==> src/rtl/rv16_mul_arbiter.sv <==
// rv16_mul_arbiter
//
// Shares one multi-cycle multiplier between NUM_REQ requesters. Requests are
// granted round-robin in IDLE. The granted operand pair is latched and a
// single-cycle start pulse is issued once the multiplier is not busy. The
// sequencer then waits for mul_done, or for TIMEOUT cycles, and returns the
// product, or an error, to the granted requester. Only one multiplication is
// in flight at a time.
//
// Ports:
//   clk, rst_n             rising-edge clock, asynchronous active-low reset
//   req_valid/req_ready    per-requester request handshake (ready one-hot or zero)
//   req_op_a/req_op_b      packed operands, requester i at [i*WIDTH +: WIDTH]
//   resp_valid/resp_ready  per-requester response handshake (valid one-hot or zero)
//   resp_result/resp_err   shared product and timeout flag, held while resp_valid
//   mul_start              one-cycle start pulse to the multiplier
//   mul_op_a/mul_op_b      latched operands, stable from ISSUE until RESP exits
//   mul_result/mul_done    product and completion pulse from the multiplier
//   mul_busy               multiplier cannot accept a start
module rv16_mul_arbiter #(
  parameter int unsigned NUM_REQ = 2,
  parameter int unsigned WIDTH   = 32,
  parameter int unsigned TIMEOUT = 15
) (
  input  logic                     clk,
  input  logic                     rst_n,
  input  logic [NUM_REQ-1:0]       req_valid,
  output logic [NUM_REQ-1:0]       req_ready,
  input  logic [NUM_REQ*WIDTH-1:0] req_op_a,
  input  logic [NUM_REQ*WIDTH-1:0] req_op_b,
  output logic [NUM_REQ-1:0]       resp_valid,
  input  logic [NUM_REQ-1:0]       resp_ready,
  output logic [WIDTH-1:0]         resp_result,
  output logic                     resp_err,
  output logic                     mul_start,
  output logic [WIDTH-1:0]         mul_op_a,
  output logic [WIDTH-1:0]         mul_op_b,
  input  logic [WIDTH-1:0]         mul_result,
  input  logic                     mul_done,
  input  logic                     mul_busy
);

  localparam int unsigned GW = (NUM_REQ > 2) ? 2 : 1;

  typedef logic [GW-1:0] idx_t;
  typedef enum logic [1:0] {StIdle, StIssue, StWait, StResp} state_e;

  state_e             state_q;
  idx_t               last_grant_q;
  idx_t               grant_q;
  logic [7:0]         cnt_q;
  logic [NUM_REQ-1:0] resp_valid_q;
  logic [WIDTH-1:0]   resp_result_q;
  logic               resp_err_q;
  logic [WIDTH-1:0]   op_a_q;
  logic [WIDTH-1:0]   op_b_q;

  idx_t               win_idx;
  logic               win_found;
  logic [31:0]        scan_idx;
  logic [NUM_REQ-1:0] win_oh;
  logic [NUM_REQ-1:0] grant_oh;
  logic               accept;
  logic               timeout_hit;

  // Round-robin search: first valid requester starting just after last_grant.
  always_comb begin
    win_found = 1'b0;
    win_idx   = '0;
    scan_idx  = '0;
    for (int unsigned k = 1; k <= NUM_REQ; k++) begin
      scan_idx = (32'(last_grant_q) + k) % NUM_REQ;
      if (!win_found && req_valid[scan_idx[GW-1:0]]) begin
        win_found = 1'b1;
        win_idx   = scan_idx[GW-1:0];
      end
    end
  end

  assign win_oh   = NUM_REQ'(1) << win_idx;
  assign grant_oh = NUM_REQ'(1) << grant_q;

  // Ready is a pure decode of IDLE plus the winner; gated by rst_n so that it
  // reads zero while reset is held even if requesters keep valid high.
  assign req_ready = (rst_n && (state_q == StIdle) && win_found) ? win_oh : '0;
  assign accept    = |(req_valid & req_ready);

  // The counter holds the number of WAIT cycles already spent; the
  // TIMEOUT-th WAIT cycle is the last one.
  assign timeout_hit = (cnt_q == 8'(TIMEOUT - 1));

  // Start is decoded from ISSUE so that mul_busy is honoured in the same cycle.
  assign mul_start = (state_q == StIssue) && !mul_busy;

  always_ff @(posedge clk or negedge rst_n) begin
    if (!rst_n) begin
      state_q       <= StIdle;
      last_grant_q  <= idx_t'(NUM_REQ - 1);
      grant_q       <= '0;
      cnt_q         <= '0;
      resp_valid_q  <= '0;
      resp_result_q <= '0;
      resp_err_q    <= 1'b0;
      op_a_q        <= '0;
      op_b_q        <= '0;
    end else begin
      unique case (state_q)
        StIdle: begin
          if (accept) begin
            op_a_q  <= req_op_a[32'(win_idx) * WIDTH +: WIDTH];
            op_b_q  <= req_op_b[32'(win_idx) * WIDTH +: WIDTH];
            grant_q <= win_idx;
            state_q <= StIssue;
          end
        end
        StIssue: begin
          if (!mul_busy) begin
            cnt_q   <= '0;
            state_q <= StWait;
          end
        end
        StWait: begin
          cnt_q <= cnt_q + 8'd1;
          // A done coinciding with the last WAIT cycle still wins.
          if (mul_done) begin
            resp_result_q <= mul_result;
            resp_err_q    <= 1'b0;
            resp_valid_q  <= grant_oh;
            state_q       <= StResp;
          end else if (timeout_hit) begin
            resp_result_q <= '0;
            resp_err_q    <= 1'b1;
            resp_valid_q  <= grant_oh;
            state_q       <= StResp;
          end
        end
        StResp: begin
          if (resp_ready[grant_q]) begin
            resp_valid_q <= '0;
            last_grant_q <= grant_q;
            state_q      <= StIdle;
          end
        end
        default: state_q <= StIdle;
      endcase
    end
  end

  assign resp_valid  = resp_valid_q;
  assign resp_result = resp_result_q;
  assign resp_err    = resp_err_q;
  assign mul_op_a    = op_a_q;
  assign mul_op_b    = op_b_q;

endmodule

==> config.mk <==
export PLATFORM = sky130hd
export DESIGN_NAME = rv16_mul_arbiter
export DESIGN_NICKNAME = d
export VERILOG_FILES = /design/src/rtl/rv16_mul_arbiter.sv
export SDC_FILE = /design/constraint.sdc
export NUM_CORES = 1
export LEC_CHECK = 0
export BUFFER_PORTS_ARGS = -buffer_cell sky130_fd_sc_hd__buf_2
export CORE_ASPECT_RATIO = 0.7
export CORE_MARGIN = 5
export CORE_UTILIZATION = 45
export CTS_BUF_LIST = sky130_fd_sc_hd__clkbuf_4 sky130_fd_sc_hd__clkbuf_8 sky130_fd_sc_hd__clkbuf_16
export CTS_CLUSTER_SIZE = 8
export DETAILED_ROUTE_END_ITERATION = 16
export PLACE_DENSITY = 0.87
export SLEW_MARGIN = 25
export SYNTH_ARGS = -nofsm -noshare
export SYNTH_HDL_FRONTEND = slang
export SYNTH_SLANG_ARGS = --single-unit
export TNS_END_PERCENT = 10
==> constraint.sdc <==
create_clock -name clk -period 2.7 [get_ports clk]
set_input_delay 0.54 -clock clk [delete_from_list [all_inputs] [get_ports clk]]
set_output_delay 0.54 -clock clk [all_outputs]
set_load 0.01 [all_outputs]
# Word level (Yosys, flattened, before mapping)
# Index checks and enable logic that the tools add are counted.
[word_totals] regBits=111 input_bits=168 out_inout_bits=102 word_cells=71
[classes] add_sub_neg=3 order_cmp=3 n_eq_ne=8 shift=4 n_mux=26 bitwise_logic=1 reduce_logical=17
[op_table] cell="$shiftx A64 B7 Y32" count=2
[op_table] cell="$mux W32" count=2
[op_table] cell="$mux W2" count=8
[op_table] cell="$pmux W8 S2" count=1
[op_table] cell="$mux W1" count=12
[op_table] cell="$add A8 B1 Y8 const B" count=1
[op_table] cell="$eq A8 B4 Y1 const B" count=1
[op_table] cell="$mux W8" count=1
[op_table] cell="$pmux W2 S4" count=1
[op_table] cell="$reduce_and A2 Y1" count=4
[op_table] cell="$lt A1 B2 Y1 const B" count=3
[op_table] cell="$ne A2 B2 Y1 const B" count=3
[op_table] cell="$reduce_bool A2 Y1" count=3
[op_table] cell="$eq A2 B2 Y1 const B" count=2
[op_table] cell="$logic_and A1 B1 Y1" count=4
[op_table] cell="$pmux W2 S2" count=1
[op_table] cell="$reduce_and A4 Y1" count=1
[op_table] cell="$shl A1 B1 Y2 const A" count=2
[op_table] cell="$ne A3 B3 Y1 const B" count=1
[op_table] cell="$reduce_and A3 Y1" count=1
[op_table] cell="$add A1 B1 Y1 const B" count=2
[op_table] cell="$and A2 B2 Y2" count=1
[op_table] cell="$eq A2 B1 Y1 const B" count=1
[op_table] cell="$logic_not A1 Y1" count=2
[op_table] cell="2 further kinds" count=2

# Longest topological paths before layout
[depth] ltp_word=13 ltp_mapped=8 mapped_depth_nobuf=7

# Least setup slack after synthesis
# OpenSTA, ideal clock, no wires.
[synth_timing] kind="input-to-output" from="in req_valid[1]" to="out req_ready[0]" t_arrival_ns=1.286 path_slack_ns=0.874 cell_stages=4 path_cell_list="a21boi_2 buf_6 nor2_1 clkbuf_1"
[synth_between] elab_chain_cells=8 word_cells_on_any_way=13
[synth_lines] element="start: declaration" line_no="27" text="input logic [NUM_REQ-1:0] req_valid,"
[synth_lines] element="$mux W1 (implied by the code) (2 in a row)" line_no="73" text="if (!win_found && req_valid[scan_idx[GW-1:0]]) begin"
[synth_lines] element="$mux W1" line_no="73"
[synth_lines] element="$logic_not A1 Y1" line_no="73"
[synth_lines] element="$logic_and A1 B1 Y1" line_no="73"
[synth_lines] element="$mux W1" line_no="73"
[synth_lines] element="$shl A1 B1 Y2 / $logic_and A1 B1 Y1 (equally long branches)" line_no="80, 85"
[synth_lines] element="$mux W2 (*)" line_no="85" text="assign req_ready = (rst_n && (state_q == StIdle) && win_found) ? win_oh : '0;"
[synth_lines] element="end: declaration" line_no="28" text="output logic [NUM_REQ-1:0] req_ready,"
# Mark *: on every way between the ends. The rest lies on a longest branch, timed or not. The select of a mux whose other input is x is not followed.

# Final worst setup path
[layout_timing] from="reg state_q[0]" to="out req_ready[0]"
[layout_between] elab_chain_cells=4
[layout_lines] element="start: declaration" line_no="48" text="state_e state_q;"
[layout_lines] element="start signal: assignment" line_no="97" text="state_q <= StIdle;"
[layout_lines] element="start signal: assignment" line_no="113" text="state_q <= StIssue;"
[layout_lines] element="start signal: assignment" line_no="119" text="state_q <= StWait;"
[layout_lines] element="$logic_not A2 Y1" line_no="85"
[layout_lines] element="$logic_and A1 B1 Y1 (2 in a row)" line_no="85"
[layout_lines] element="$mux W2" line_no="85"
# Every way passes these cells.

==> out/qor.log <==
INFO  outcome        status=finished clean
INFO  sta            rsz0062_at_grt=no
INFO  sta            max-slew-margin-rel=0.2976
INFO  critical_path  rr_worst_depth=7
INFO  logic_synthesis synth_fp_nets=570
INFO  final_layout   stdcell_count=792
INFO  global_routing global_route_wire_length_before_repair=21.39mm
INFO  cts            clock_sinks=111
INFO  logic_synthesis netlist.area_leader.share=0.5845
INFO  logic_synthesis yosys_register_bits=111
INFO  logic_synthesis synth_area_per_cell=11.92squm
INFO  global_routing initial_antenna_violation_count=0
INFO  final_layout   flow.area_growth_from_synthesis=36.90%
INFO  global_routing first_global_vias=4288
INFO  logic_synthesis yosys_warnings=0
INFO  final_layout   stdcell_area=0.006447sqmm
INFO  routing        viasPerCell=5.423
INFO  cts            count_of_cells_resized_by_post_cts_repair=0
INFO  critical_path  setup_crit_end_kind=output pin
INFO  sta            drv_slew=0
INFO  logic_synthesis area_share_of_xor_xnor_cells_in_the_synthesized_design=0.007439
INFO  logic_synthesis synth.area.mux_share=0.04277
INFO  floorplan      fp.dieArea=0.01264sqmm
INFO  routing        postRouteWirelength=14.18mm
INFO  final_layout   antennaDiodeCount=0
INFO  routing        first_pass_iters=8
INFO  sta            post_layout_minimum_cycle_time=2.552ns
INFO  floorplan      core_box_area=0.01028sqmm
INFO  cts            clock_tree_from_tritoncts=done
INFO  cts            post-cts-setup-buffer-count=0
INFO  cts            cts_root_buffer=sky130_fd_sc_hd__clkbuf_16
INFO  placed_design  hpwlAfterDp=10.52mm
INFO  sta            achievable-frequency=391.8MHz
INFO  floorplan      row_count=31
INFO  cts            clkTransAtPathRegs=0.07ns
INFO  placed_design  routabilityCongestion=0.8728
INFO  logic_synthesis synth-edff-count=0
INFO  critical_path  critical_r2r_launch=state_q[0]
INFO  final_layout   final_layout_size_suffix_gt1_frac=0.4561
INFO  logic_synthesis async_reset_ff_frac=1.000
INFO  routing        post_drt_wl_per_cell=17.91um
INFO  sta            finalWorstSetupSlack=0.1479ns
INFO  cts            cts_buffer_depth=2
INFO  sta            totalNegativeSetupSlack=0ns
INFO  logic_synthesis dominant_combinational_cell_family_by_area_after_synthesis=compound AO/OA/AOI/OAI gates
INFO  sta            finalHoldViolCount=0
INFO  floorplan      dieHeight=95.59um
INFO  power_and_ir_drop fin_total_pwr=7.042mW
INFO  floorplan      die_w=132.3um
INFO  critical_path  cp.required=2.16ns
INFO  placed_design  dp.cells=774
INFO  sta            timing.final.crit_share=0.9452
INFO  global_routing global_route.usage.total=0.2081
INFO  placed_design  dp_worst_setup_slack=-0.006038ns
INFO  sta            worst_slew_pin_slew=1.052ns
INFO  critical_path  crit_type=flop to output pin
INFO  critical_path  critical_path_peak_fanout=12
INFO  placed_design  io_buffer_count=269
INFO  floorplan      io_pins=270
INFO  logic_synthesis post_synthesis_instance_area=0.004710sqmm
INFO  critical_path  worst_path_arrival=2.01ns
INFO  logic_synthesis postSynthCellCount=395
INFO  final_layout   final.fill_count=832
INFO  critical_path  worst_r2r_endpoint=mul_op_b[0]
INFO  power_and_ir_drop ir_drop=0.5519mV
INFO  logic_synthesis dominantRegCellSynth=sky130_fd_sc_hd__dfrtp_1
INFO  routing        ant_nets=0
INFO  hold_path      hp-class=primary input to async pin
INFO  logic_synthesis synth.top_cells.by_area=sky130_fd_sc_hd__dfrtp_1 58%, sky130_fd_sc_hd__a222oi_1 9.8%, sky130_fd_sc_hd__a22o_1 6.3%, sky130_fd_sc_hd__inv_1 4.4%, sky130_fd_sc_hd__mux2i_1 4.0%
INFO  logic_synthesis synth_seq_area_share=0.5901
INFO  critical_path  worstSetupStartpointType=flop
INFO  logic_synthesis synth.distinct_cells=36
INFO  cts            tritoncts.num_buffers=9
INFO  floorplan      initial_standard_cell_utilization_of_the_core=0.4582
INFO  logic_synthesis synthSimpleGateAreaFrac=0.04543
INFO  cts            cts-htree-levels=3
INFO  global_routing global_route.overflow_total=0
INFO  logic_synthesis share_of_the_synthesized_area_in_compound_gates_ao_oa_aoi_oai=0.2157
INFO  sta            hold_ws=0.3058ns
INFO  final_layout   fin_nets=830
INFO  global_routing pin_count_of_the_biggest_net_entering_global_routing=82
INFO  critical_path  worst-r2r-setup-slack=0.40ns
INFO  routing        num_vias=4295
INFO  cts            clock_latency=0.33ns
INFO  sta            setup_viol=0
INFO  placed_design  placedInstanceArea=0.006130sqmm
INFO  routing        drt_first_iter_violations=424
INFO  logic_synthesis yosys.area.top_type=sky130_fd_sc_hd__dfrtp_1
INFO  power_and_ir_drop total_leakage_power=3.639nW
INFO  logic_synthesis synth_adder_area_share=0.01860
INFO  power_and_ir_drop power-per-cell-area=1092mW/mm^2
INFO  cts            hold_buffers=0
INFO  final_layout   fin_util=0.6273
INFO  sta            fin_skew=0.007071ns
INFO  routing        remaining_drc_errors=0
INFO  job            maxCapViolations=0
==> power by group <==
part	switching (mW)	internal, mW	total, mW
Clock	0.592	0.731	1.32
Sequential	0.457	2.41	2.87
Combinational	1.52	1.33	2.85
==> worst max path at each step <==
| stage | startpoint | end | slack [ns] |
|---|---|---|---|
| floorplan | req_valid[1] | req_ready[0] | 0.87 |
| global route | state_q[0] | req_ready[0] | 0.07 |
| CTS | state_q[0] | req_ready[0] | 0.16 |
| detailed placement | state_q[0] | req_ready[0] | -0.006 |
| finish | state_q[0] | req_ready[0] | 0.15 |
| global placement | state_q[0] | req_ready[0] | 0.20 |
==> placed cells by master, fill, tap and decap left out, types with 2 or more instances in the layout <==
cell type,instances
sky130_fd_sc_hd__nand2_1,27
sky130_fd_sc_hd__a21oi_1,4
sky130_fd_sc_hd__clkinv_4,2
sky130_fd_sc_hd__buf_2,268
sky130_fd_sc_hd__a21o_1,2
sky130_fd_sc_hd__clkbuf_16,9
sky130_fd_sc_hd__a22o_1,34
sky130_fd_sc_hd__ha_1,7
sky130_fd_sc_hd__inv_1,55
sky130_fd_sc_hd__xor2_1,3
sky130_fd_sc_hd__buf_4,9
sky130_fd_sc_hd__nand2b_1,4
sky130_fd_sc_hd__nor2_2,2
sky130_fd_sc_hd__nor2_1,9
sky130_fd_sc_hd__o2111ai_1,2
sky130_fd_sc_hd__o21ai_0,22
sky130_fd_sc_hd__a222oi_1,46
sky130_fd_sc_hd__mux2i_1,19
sky130_fd_sc_hd__dfrtp_1,110
sky130_fd_sc_hd__o32ai_1,2
==> critical path: stages (launching register included) <==
cell and delay, ns:
sky130_fd_sc_hd__dfrtp_1 0.42, sky130_fd_sc_hd__inv_1 0.12, sky130_fd_sc_hd__ha_1 0.21, sky130_fd_sc_hd__o211ai_1 0.17, sky130_fd_sc_hd__buf_4 0.21, sky130_fd_sc_hd__nor2_4 0.34
sky130_fd_sc_hd__buf_2 0.22
==> flip-flops by register name, summed over array words and instances, names as in the netlist <==
name and flops:
mul_op_b 32, last_grant_q 1, state_q 2, resp_err 1, cnt_q 8, mul_op_a 32
grant_q 1, resp_result 32, resp_valid 2
==> synth_stat cells (4+ instances only) <==
library cell,n
sky130_fd_sc_hd__mux2i_1,19
sky130_fd_sc_hd__o21ai_0,22
sky130_fd_sc_hd__buf_2,10
sky130_fd_sc_hd__inv_1,55
sky130_fd_sc_hd__a22o_1,34
sky130_fd_sc_hd__clkbuf_1,11
sky130_fd_sc_hd__nand2b_1,4
sky130_fd_sc_hd__a21oi_1,4
sky130_fd_sc_hd__nor2_1,10
sky130_fd_sc_hd__dfrtp_1,110
sky130_fd_sc_hd__a222oi_1,46
sky130_fd_sc_hd__nand2_1,27
sky130_fd_sc_hd__buf_6,6
sky130_fd_sc_hd__ha_1,7
==> routing by layer <==
metal	up-vias	share of wire	global-route usage
met1	2054	0.41	0.2693
met3	16	0.092	0.05960
met2	246	0.49	0.3504
li1	1979	-	-
met5	-	0	0
met4	0	0.0099	0.05169
==> cell families (layout without fill, tap and decap cells) <==
kind of cell	after synthesis	after routing
AO/OA/AOI/OAI	120	120
XOR/XNOR	4	4
adder cells (fa/ha/maj)	7	7
buffers and inverters	85	348
flip-flops	111	111
multiplexers	20	20
AND/OR/NAND/NOR	48	50
==> cell type report <==
| cell class | instances | area (sq um) | share of cell area |
|---|---|---|---|
| well taps | 132 | 165.2 | 0.02562 |
| repair buffers | 277 | 1409 | 0.2185 |
| clock inverters | 7 | 80.08 | 0.01242 |
| inverters | 55 | 206.4 | 0.03202 |
| multi-input cells | 201 | 1583 | 0.2455 |
| clock buffers | 9 | 225.2 | 0.03493 |
| flip-flops and latches | 111 | 2779 | 0.4310 |
No activity file was read; power rests on OpenSTA's default activity.
